==> src/rtl/motor_cmd_shaper.sv <==
// Per-wheel speed command slew limiter and sign/period encoder for motor_controller.
// Define MOTOR_CMD_SHAPER_WDOG_EN to build the command watchdog and its FAULT ramp-down.
module motor_cmd_shaper #(
   parameter int         TICK_DIV   = 1000,
   parameter int         STEP       = 1,
   parameter int         WDOG_TICKS = 255,
   parameter logic [6:0] PERIOD_MIN = 7'd10
) (
   input  logic       clk,
   input  logic       reset,
   input  logic       cmd_valid,
   output logic       cmd_ready,
   input  logic [7:0] cmd_m1,
   input  logic [7:0] cmd_m2,
   output logic       motor1_sign,
   output logic [6:0] motor1_period,
   output logic       motor2_sign,
   output logic [6:0] motor2_period,
   output logic       stopped,
   output logic       wdog_trip
);

   localparam int            TW        = $clog2(TICK_DIV);
   localparam logic [TW-1:0] TICK_LAST = TW'(TICK_DIV - 1);
   localparam logic [7:0]    STEP_V    = 8'(STEP);

   typedef enum logic [1:0] {
      IDLE  = 2'd0,
      RUN   = 2'd1,
      FAULT = 2'd2
   } state_t;

   // -128 has no positive counterpart, so it is folded onto -127.
   function automatic logic [7:0] clamp_cmd(input logic [7:0] c);
      if (c == 8'h80) return 8'h81;
      else            return c;
   endfunction

   function automatic logic [7:0] ramp_next(input logic [7:0] cur, input logic [7:0] tgt);
      logic signed [8:0] d;
      logic signed [8:0] step9;
      d     = $signed({tgt[7], tgt}) - $signed({cur[7], cur});
      step9 = $signed({1'b0, STEP_V});
      if (d >= 9'sd0) begin
         if (d <= step9) return tgt;
         else            return cur + STEP_V;
      end else begin
         if (-d <= step9) return tgt;
         else             return cur - STEP_V;
      end
   endfunction

   function automatic logic [6:0] period_of(input logic [7:0] cur);
      logic [7:0] mag;
      logic [7:0] raw;
      mag = cur[7] ? (8'd0 - cur) : cur;
      raw = 8'd128 - mag;
      if (mag == 8'd0)                    return 7'd0;
      else if (raw < {1'b0, PERIOD_MIN}) return PERIOD_MIN;
      else                               return raw[6:0];
   endfunction

   state_t        state_r;
   state_t        state_nx;
   logic [TW-1:0] tick_cnt_r;
   logic [7:0]    tgt1_r;
   logic [7:0]    tgt2_r;
   logic [7:0]    cur1_r;
   logic [7:0]    cur2_r;
   logic          ready_r;
   logic          tick_s;
   logic          accept_s;
   logic          both_zero_s;

   assign tick_s      = (tick_cnt_r == TICK_LAST);
   assign accept_s    = cmd_valid && ready_r;
   assign both_zero_s = (cur1_r == 8'd0) && (cur2_r == 8'd0);
   assign cmd_ready   = ready_r;

`ifdef MOTOR_CMD_SHAPER_WDOG_EN
   localparam int            WW        = $clog2(WDOG_TICKS + 1);
   localparam logic [WW-1:0] WDOG_LAST = WW'(WDOG_TICKS - 1);

   logic [WW-1:0] wdog_cnt_r;
   logic          trip_r;

   // Watchdog counts ticks only while running; any accept restarts it.
   always_ff @(posedge clk or negedge reset) begin
      if (!reset)                          wdog_cnt_r <= '0;
      else if (state_r != RUN || accept_s) wdog_cnt_r <= '0;
      else if (tick_s)                     wdog_cnt_r <= wdog_cnt_r + WW'(1);
      else                                 wdog_cnt_r <= wdog_cnt_r;
   end

   // Sticky trip flag, cleared only by the next accepted command.
   always_ff @(posedge clk or negedge reset) begin
      if (!reset)                 trip_r <= 1'b0;
      else if (state_nx == FAULT) trip_r <= 1'b1;
      else if (accept_s)          trip_r <= 1'b0;
      else                        trip_r <= trip_r;
   end

   assign wdog_trip = trip_r;
`else
   assign wdog_trip = 1'b0;
`endif

   // FSM next-state.
   always_comb begin
      state_nx = state_r;
      case (state_r)
         IDLE: begin
            if (accept_s) state_nx = RUN;
            else          state_nx = IDLE;
         end
         RUN: begin
`ifdef MOTOR_CMD_SHAPER_WDOG_EN
            if (!accept_s && tick_s && (wdog_cnt_r == WDOG_LAST)) state_nx = FAULT;
            else                                                  state_nx = RUN;
`else
            state_nx = RUN;
`endif
         end
         FAULT: begin
            if (both_zero_s) state_nx = IDLE;
            else             state_nx = FAULT;
         end
         default: state_nx = IDLE;
      endcase
   end

   // FSM state and handshake ready register.
   always_ff @(posedge clk or negedge reset) begin
      if (!reset) begin
         state_r <= IDLE;
         ready_r <= 1'b1;
      end else begin
         state_r <= state_nx;
         ready_r <= (state_nx != FAULT);
      end
   end

   // Free-running ramp tick divider.
   always_ff @(posedge clk or negedge reset) begin
      if (!reset)      tick_cnt_r <= '0;
      else if (tick_s) tick_cnt_r <= '0;
      else             tick_cnt_r <= tick_cnt_r + TW'(1);
   end

   // Targets: zeroed on entry to FAULT (never coincides with an accept).
   always_ff @(posedge clk or negedge reset) begin
      if (!reset) begin
         tgt1_r <= 8'd0;
         tgt2_r <= 8'd0;
      end else if (state_nx == FAULT) begin
         tgt1_r <= 8'd0;
         tgt2_r <= 8'd0;
      end else if (accept_s) begin
         tgt1_r <= clamp_cmd(cmd_m1);
         tgt2_r <= clamp_cmd(cmd_m2);
      end else begin
         tgt1_r <= tgt1_r;
         tgt2_r <= tgt2_r;
      end
   end

   // Slew-limited wheel speeds, updated on the tick strobe only.
   always_ff @(posedge clk or negedge reset) begin
      if (!reset) begin
         cur1_r <= 8'd0;
         cur2_r <= 8'd0;
      end else if (tick_s) begin
         cur1_r <= ramp_next(cur1_r, tgt1_r);
         cur2_r <= ramp_next(cur2_r, tgt2_r);
      end else begin
         cur1_r <= cur1_r;
         cur2_r <= cur2_r;
      end
   end

   // Registered sign/period bus, one edge behind the ramped speeds.
   always_ff @(posedge clk or negedge reset) begin
      if (!reset) begin
         motor1_sign   <= 1'b1;
         motor1_period <= 7'd0;
         motor2_sign   <= 1'b1;
         motor2_period <= 7'd0;
         stopped       <= 1'b1;
      end else begin
         motor1_sign   <= ~cur1_r[7];
         motor1_period <= period_of(cur1_r);
         motor2_sign   <= ~cur2_r[7];
         motor2_period <= period_of(cur2_r);
         stopped       <= both_zero_s;
      end
   end

endmodule

==> config.mk <==
export PLATFORM = sky130hd
export DESIGN_NAME = motor_cmd_shaper
export DESIGN_NICKNAME = d
export VERILOG_FILES = /design/src/rtl/motor_cmd_shaper.sv
export SDC_FILE = /design/constraint.sdc
export NUM_CORES = 1
export LEC_CHECK = 0
export BUFFER_PORTS_ARGS = -buffer_cell sky130_fd_sc_hd__buf_2
export CAP_MARGIN = 15
export CORE_ASPECT_RATIO = 2
export CORE_MARGIN = 1
export CORE_UTILIZATION = 42
export CTS_BUF_LIST = sky130_fd_sc_hd__clkbuf_8
export DETAILED_ROUTE_END_ITERATION = 10
export HOLD_SLACK_MARGIN = 0.02
export PLACE_DENSITY = 0.68
export SLEW_MARGIN = 30
export SYNTH_ARGS = -nofsm -noshare
export SYNTH_HDL_FRONTEND = slang
export SYNTH_SLANG_ARGS = --single-unit
==> constraint.sdc <==
create_clock -name clk -period 2.84 [get_ports clk]
set_clock_uncertainty 0.15 [all_clocks]
set_input_delay 0.426 -clock clk [delete_from_list [all_inputs] [get_ports clk]]
set_output_delay 0.426 -clock clk [all_outputs]
set_load 0.01 [all_outputs]
# Word-level counts from Yosys, hierarchy flattened
# Index checks and enable logic that the tools add are counted.
# W data, S select, Z words.
# word_totals
reg_bits	62
inputBits	19
output_inout_bits	19
elab_cells	72
# classes
n_addsub	13
n_lt_le_gt_ge	8
n_eq_ne	7
n_mux	22
bitwise	2
reduce_logical	8
# op_table
op	count
$mux W8	14
$le A9 B2 Y1 const B	4
$logic_not A8 Y1	4
$mux W7	4
$ge A9 B1 Y1 const B	2
$neg A9 Y9	2
$sub A8 B8 Y9	2
$add A8 B1 Y8 const B	2
$eq A8 B8 Y1 const B	2
$lt A8 B4 Y1 const B	2
$sub A1 B8 Y8 const A	2
$sub A8 B1 Y8 const B	2
$sub A8 B8 Y8 const A	2
$add A10 B1 Y10 const B	1
$eq A10 B10 Y1 const B	1
$mux W10	1
$pmux W2 S3	1
$eq A2 B2 Y1 const B	2
$eq A2 B1 Y1 const B	1
$logic_and A1 B1 Y1	2
$logic_not A2 Y1	1
$mux W2	1
$ne A2 B2 Y1 const B	1
$not A1 Y1	2
2 further kinds	2

# Longest topological paths before layout
# Gate-level depths: netlist of run 1.
# logic_depth
word_depth	6
depth_mapped	13
depth_no_buf	12

# Worst setup path after synthesis of run 1
# OpenSTA, ideal clock, no wires.
# synth_timing
path_kind	reg2reg
startpoint	register cur2_r[0]
endpoint	register cur2_r[4]
setup_time_ps	121
t_arrival_ps	2857
required_ps	2569
path_slack_ps	-288
path_stages_with_launch	12
path_cell_list	dfrtp_1 ha_1 fa_1 nand2b_1 a21oi_1 xor2_1 nor3b_1 and3_2 a31oi_1 mux2i_1 mux2i_1 a22o_1
# synth_between
elab_chain_cells	5
elab_cells_between_ends	10
cone_classes	4 x add/sub; 3 x order compare; 3 x mux
# synth_rtl
item	line	source
from (decl)	69	logic [7:0] cur2_r;
from (signal assigned)	174	cur2_r <= ramp_next(cur2_r, tgt2_r);
from (signal assigned)	177	cur2_r <= cur2_r;
$sub A8 B8 Y9	42	d = $signed({tgt[7], tgt}) - $signed({cur[7], cur});
$neg A9 Y9	48	if (-d <= step9) return tgt;
$le A9 B2 Y1	48	
$mux W8	48	
$mux W8 (*)	44	if (d >= 9'sd0) begin
# Every way passes the cells marked *; elsewhere a longest branch is shown, timed or not.
# A chain may end at the register's enable or synchronous reset.

# Worst setup path in the final report of run 1
# layout_timing
startpoint	register cur2_r[0]
endpoint	register cur2_r[6]
# The elaborated chain is that of the path after synthesis.

==> flow_summary.toml, run 1 <==
[global_routing]
grt_start_max_net_pins = 38
grt_usage_pct = 27.6
grt_pass1_wl_mm = 26.0
antenna_found_initial = 0
grt_pass1_vias = 5454
grt_overflow = 0

[worst_hold_path]
hp-class = "in -> reg"
worstHoldStart = "cmd_m2[1]"

[sta]
layout_min_cycle_time_ns = 3.15
setup_slack_ns = -0.309
relSlewSlack_pct = 43.3
rsz0062_at_grt = "true"
setup_violations = 16
fin_crit_sh_pct = 111
finalHoldViolations = 0
final_max_slew_viol_count = 0
max_freq_ghz = 0.318
tightest_slew_ns = 0.850
hold_slack_ns = 0.164
timing.setup.tns_ns = -3.45

[worst_setup_path]
cp_slowest_cell = "dfrtp_1"
critPathMaxStageDelay_ns = 0.41
worstPathCellList = "ha_2, fa_2, nand2b_4, a21oi_4, xor2_4, nor3_4, a311oi_2, o221ai_2, o21ai_4, buf_12, buf_6, o211a_1, o22ai_2"
path_buf_inv = 2
critPathKind = "reg -> reg"
startpoint = "cur2_r[0]"
start_kind = "register"
r2r_slack_ns = -0.31
crit_required_ns = 2.91
timing.rr.start = "cur2_r[0]"
end_kind = "register"
arrival_ns = 3.22
critPathMaxFanout = 8
path_delay_family = "compound AO/OA/AOI/OAI gates"

[floorplanning]
ios = 38
die_area_sq_um = 12500
rows = 56
fp.coreArea_sq_um = 11700
die_y_um = 157
start_util_pct = 43.2
die_x_um = 79.6

[placed_design]
gp_congestion = 0.953
dpl.hpwl_mm = 12.4
pre_cts_ws_ns = -0.409
dp_cells = 873
port_buffers = 36

[detailed_routing]
dr.first_iter.drc_count = 325
num_vias = 5229
drc = 0
firstDrtPassIters = 4
wl_per_cell_um = 18.4
final_antenna_net_count = 0
wl_mm = 16.6
avgViaCountPerCell = 5.79

[yosys]
async_flop_share_pct = 100
yosysWarningCount = 0
synth_edf_count = 0
syn_avg_cell_area_sq_um = 8.45
synth_area_sq_um = 5050
synth.distinct_cells = 90
synth_nets = 649
seq_area_frac_synth_pct = 30.8
ys_seq_elements = 62
synthCells = 598
synthFlopType = "dfrtp_1"

[pwr]
power_density_nw_per_um2 = 364
power.total_mw = 2.59
p_leak_nw = 3.08
vdd_drop_max_mv = 0.263

[outcome]
status = "finished with violations"
violations = "setup timing"

[cells_and_area]
final_common_cell = "buf_4"
drive_gt1_share_pct = 38.8
diodes = 0
syn2layout_area_growth_pct = 40.9
finalNonFillerCells = 903
mostFrequentLayoutCells = "buf_4 (123), nand2_1 (68), dfrtp_1 (55)"
layout.nets = 804

[clock_tree]
clock_tree.buffer_depth = 2
clk_latency_ns = 0.35
cts_tree = "done"
numCtsBuffers = 9
numClockSinks = 62
cts.clk_slew.worst_paths_ns = 0.08
cts_max_level = 3
root_buffer = "clkbuf_8"

[job]
cap_violations = 0
==> path summary, 6_finish.rpt <==
path	end	depth (start not counted)
worst max-delay path	cur2_r[6]	13
worst min-delay path	tgt2_r[1]	3
worst max register to register	cur2_r[6]	13
worst min register to register	state_r[0]	1
max in group asynchronous	motor1_sign	3
min in group asynchronous	tgt1_r[1]	2
==> layer usage <==
metal	track usage (%)	part of all wire, %	vias up
li1	-	-	2488
met1	24.3	33	2532
met2	53.2	58	137
met3	3.42	2.2	72
met4	22.3	7.3	0
met5	0	0	-
==> flip-flops by register name (all words and copies together) (netlist names) <==
register	flops
cmd_ready	1
state_r	2
motor1_sign	1
tgt1_r	8
cur1_r	8
motor2_period	7
tgt2_r	8
motor2_sign	1
cur2_r	8
tick_cnt_r	10
stopped	1
motor1_period	7
==> timing repair <==
action | 4_1_cts | 5_1_grt
hold endpoints to repair | 24 | 0
pin swaps | 21 | 20
hold buffers | 1 | 0
gates resized for setup | 46 | 42
endpoints found under the setup margin | 20 | 24
setup buffers | 10 | 3
==> cell families after synthesis <==
family / Yosys count / synth area share [%]
other: 1 / 0.0742
buffers and inverters: 61 / 5.35
AO/OA/AOI/OAI: 171 / 24.7
AND/OR/NAND/NOR: 223 / 22.2
adder cells (fa/ha/maj): 32 / 8.22
multiplexers: 9 / 1.81
flip-flops: 62 / 30.8
XOR/XNOR: 39 / 6.91
==> tightest hold or removal path, delay by kind of cell <==
kind,cells,cell delay [ns]
buf+inv,1,0.10
simple gates,1,0.05
compound gates,1,0.05
==> cells in the mapped netlist, types with 3 or more instances <==
| cell type | number | share of area, % |
|---|---|---|
| nand4_1 | 4 | 0.49 |
| o21ai_0 | 31 | 3.1 |
| or3_1 | 6 | 0.74 |
| a311oi_1 | 3 | 0.52 |
| o22ai_1 | 5 | 0.62 |
| dfrtp_1 | 58 | 29 |
| inv_1 | 35 | 2.6 |
| and3_1 | 6 | 0.74 |
| nor3_1 | 22 | 2.2 |
| nor3b_1 | 3 | 0.45 |
| a31oi_1 | 7 | 0.87 |
| nor4_1 | 6 | 0.74 |
| mux2i_1 | 8 | 1.6 |
| nand3_1 | 25 | 2.5 |
| nor2b_1 | 7 | 0.87 |
| buf_2 | 4 | 0.40 |
| o31a_1 | 3 | 0.52 |
| ha_1 | 30 | 7.4 |
| a21oi_1 | 43 | 4.3 |
| dfstp_2 | 4 | 2.1 |
| o221ai_1 | 3 | 0.52 |
| nand2b_1 | 6 | 0.74 |
| xnor2_1 | 27 | 4.7 |
| o211a_1 | 3 | 0.59 |
| o21a_1 | 11 | 1.6 |
| buf_4 | 3 | 0.45 |
| o31ai_1 | 5 | 0.74 |
| a211oi_1 | 7 | 1.0 |
| xor2_1 | 11 | 1.9 |
| nand2_1 | 68 | 5.0 |
| o211ai_1 | 6 | 0.89 |
| and2_1 | 7 | 0.87 |
| clkbuf_1 | 13 | 0.97 |
| or4_1 | 5 | 0.74 |
| nor2_1 | 41 | 3.0 |
==> per-stage QoR <==
stage          cell area (sq um)  util (%)
2_1_floorplan               5210         -
3_3_place_gp                6340      54.2
3_5_place_dp                6340      54.2
4_1_cts                     6870      58.7
5_1_grt                     7120      60.9
6_report                    7120      60.9
==> cell type report <==
class	count	area, sq um
timing repair buffer	168	1220
inverter	37	143
multi-input combinational	475	3790
tap	145	181
sequential	62	1560
clock buffer	9	124
clock inverter	7	103
fill	1011	4580
==> report_power, final <==
part / total, mW / switching (mW) / internal [mW] / leakage, nW
registers: 0.924 / 0.0210 / 0.903 / 0.798
clock network: 0.918 / 0.412 / 0.507 / 0.111
logic: 0.750 / 0.398 / 0.352 / 2.17
Note: power is estimated with default switching activity, not from simulation.
==> run 2: changes to the inputs <==
- CORE_UTILIZATION: 42 -> 30
- PLACE_DENSITY: 0.68 -> 0.54
==> flow_summary.toml, run 2 (synthesis gave the netlist of run 1 again) <==
[outcome]
status = "finished with violations"
violations = "setup timing"

[sta]
max_freq_ghz = 0.319
setup_slack_ns = -0.293
timing.setup.tns_ns = -3.13
setup_violations = 16
finalHoldViolations = 0
tightest_slew_ns = 0.863
final_max_slew_viol_count = 0
rsz0062_at_grt = "true"
fin_crit_sh_pct = 110
relSlewSlack_pct = 42.5
layout_min_cycle_time_ns = 3.13

[floorplanning]
fp.coreArea_sq_um = 16400
die_area_sq_um = 17400
die_y_um = 186
die_x_um = 93.8
rows = 66
start_util_pct = 30.9
ios = 38

[detailed_routing]
firstDrtPassIters = 5
final_antenna_net_count = 0
num_vias = 5362
top_layer = "met4"
wl_met2_mm = 9.98
wl_per_cell_um = 17.5
wl_mm = 17.4
met1_length_mm = 5.71
avgViaCountPerCell = 5.40
drc = 0
dr.first_iter.drc_count = 241
wl_met3_um = 529

[cells_and_area]
layout.nets = 835
largest-register = "tick_cnt_r"
drive_gt1_share_pct = 44.1
syn2layout_area_growth_pct = 49.8
fillers = 1608
ff_latch_area_sq_um = 1560
mostFrequentLayoutCells = "buf_4 (148), nand2_1 (67), dfrtp_1 (54)"
final_common_cell = "buf_4"
largest_reg_flops = 10
multi_input_area_sq_um = 3930
fin_util_pct = 46.3
diodes = 0
final_area_sq_um = 7570

[global_routing]
grt_pass1_vias = 5621
grt_overflow = 0
grt_start_max_net_pins = 36
grt_usage_pct = 21.0
antenna_found_initial = 0
grt_pass1_wl_mm = 27.7

[worst_setup_path]
critPathKind = "reg -> reg"
end_kind = "register"
critPathMaxFanout = 6
arrival_ns = 3.22
crit_required_ns = 2.93
start_kind = "register"

[clock_tree]
cts_tree = "done"
clock_tree.buffer_depth = 2
root_buffer = "clkbuf_8"
clk_latency_ns = 0.37
numCtsBuffers = 9
cts_hold_buffers = 0
cts.clk_slew.worst_paths_ns = 0.08
numClockSinks = 62
cts_max_level = 3

[placed_design]
dpl.hpwl_mm = 13.2
pre_cts_ws_ns = -0.404
dpl_cell_area_sq_um = 6500
port_buffers = 36
gp_congestion = 0.922

[job]
cap_violations = 0

[pwr]
p_leak_nw = 3.28
power_density_nw_per_um2 = 361
vdd_drop_max_mv = 0.239

[worst_hold_path]
hp-class = "in -> async"
run 2: cell count changes in the layout (fill, tap and decap cells not counted), moves of 3 or more:
| cell | delta |
|---|---|
| buf_6 | +7 |
| nor2b_4 | +3 |
| nor3_2 | +5 |
| o21ai_2 | +3 |
| a21oi_1 | -3 |
| o21ai_0 | -3 |
| buf_4 | +25 |
| nor3_1 | -5 |
| a21oi_2 | +4 |
run 2: path summary, 6_finish.rpt:
kind,startpoint,endpoint,slack [ns],cells past startpoint
hold / removal,reset,tgt2_r[5],0.01,1
hold reg to reg,state_r[1],state_r[0],0.29,1
max in group asynchronous,reset,motor1_sign,1.68,2
setup reg to reg,cur2_r[0],cur2_r[7],-0.29,13
min in group clk,cmd_m1[1],tgt1_r[1],0.15,3
setup / recovery,cur2_r[0],cur2_r[7],-0.29,13
run 2: final cells by class:
cell class | count | share of cell area, %
multi-input cells | 476 | 51.9
clock buffers | 9 | 1.64
well taps | 204 | 3.37
inverters | 37 | 1.88
clock inverters | 7 | 1.36
repair buffers | 198 | 19.3
flip-flops and latches | 62 | 20.6
run 2: timing repair:
item                       in CTS  in global routing
pin swaps                      36                 24
setup endpoints to repair      32                 32
gates resized for setup        67                 58
cloned                          1                  0
buffers inserted               18                 13
run 2: through the flow:
| step | power [mW] | hold slack (ns) | instances |
|---|---|---|---|
| 6_report | 2.73 | 0.0119 | 993 |
| 5_1_grt | 2.85 | 0.0701 | 993 |
| 4_1_cts | 2.64 | 0.0272 | 980 |
| 3_5_place_dp | 1.59 | 0.260 | 945 |
| 3_3_place_gp | 1.58 | 0.258 | 945 |
| 2_1_floorplan | 1.31 | -0.0196 | 598 |
run 2: power by group:
group	total (mW)	internal [mW]	switching, mW	leakage [nW]
clock network	0.916	0.504	0.412	0.111
logic	0.894	0.451	0.443	2.37
registers	0.923	0.903	0.0200	0.796
total	2.73	1.86	0.875	3.28
run 2: critical path, stage by stage (launching register included):
cell and delay [ns]:
dfrtp_1 0.38, ha_2 0.19, fa_2 0.34, nand2b_4 0.17, a21oi_4 0.18, xor2_4 0.21
nor3b_2 0.07, buf_4 0.15, a31oi_1 0.27, a2bb2oi_2 0.13, buf_4 0.18, or2_4 0.28
a311oi_2 0.20, o2bb2ai_1 0.11
run 2: routing by layer:
| layer | vias to the layer above | track usage [%] |
|---|---|---|
| met5 | - | 0 |
| met4 | 0 | 15.3 |
| met3 | 63 | 2.45 |
| met2 | 146 | 41.4 |
| met1 | 2604 | 18.8 |
| li1 | 2549 | - |
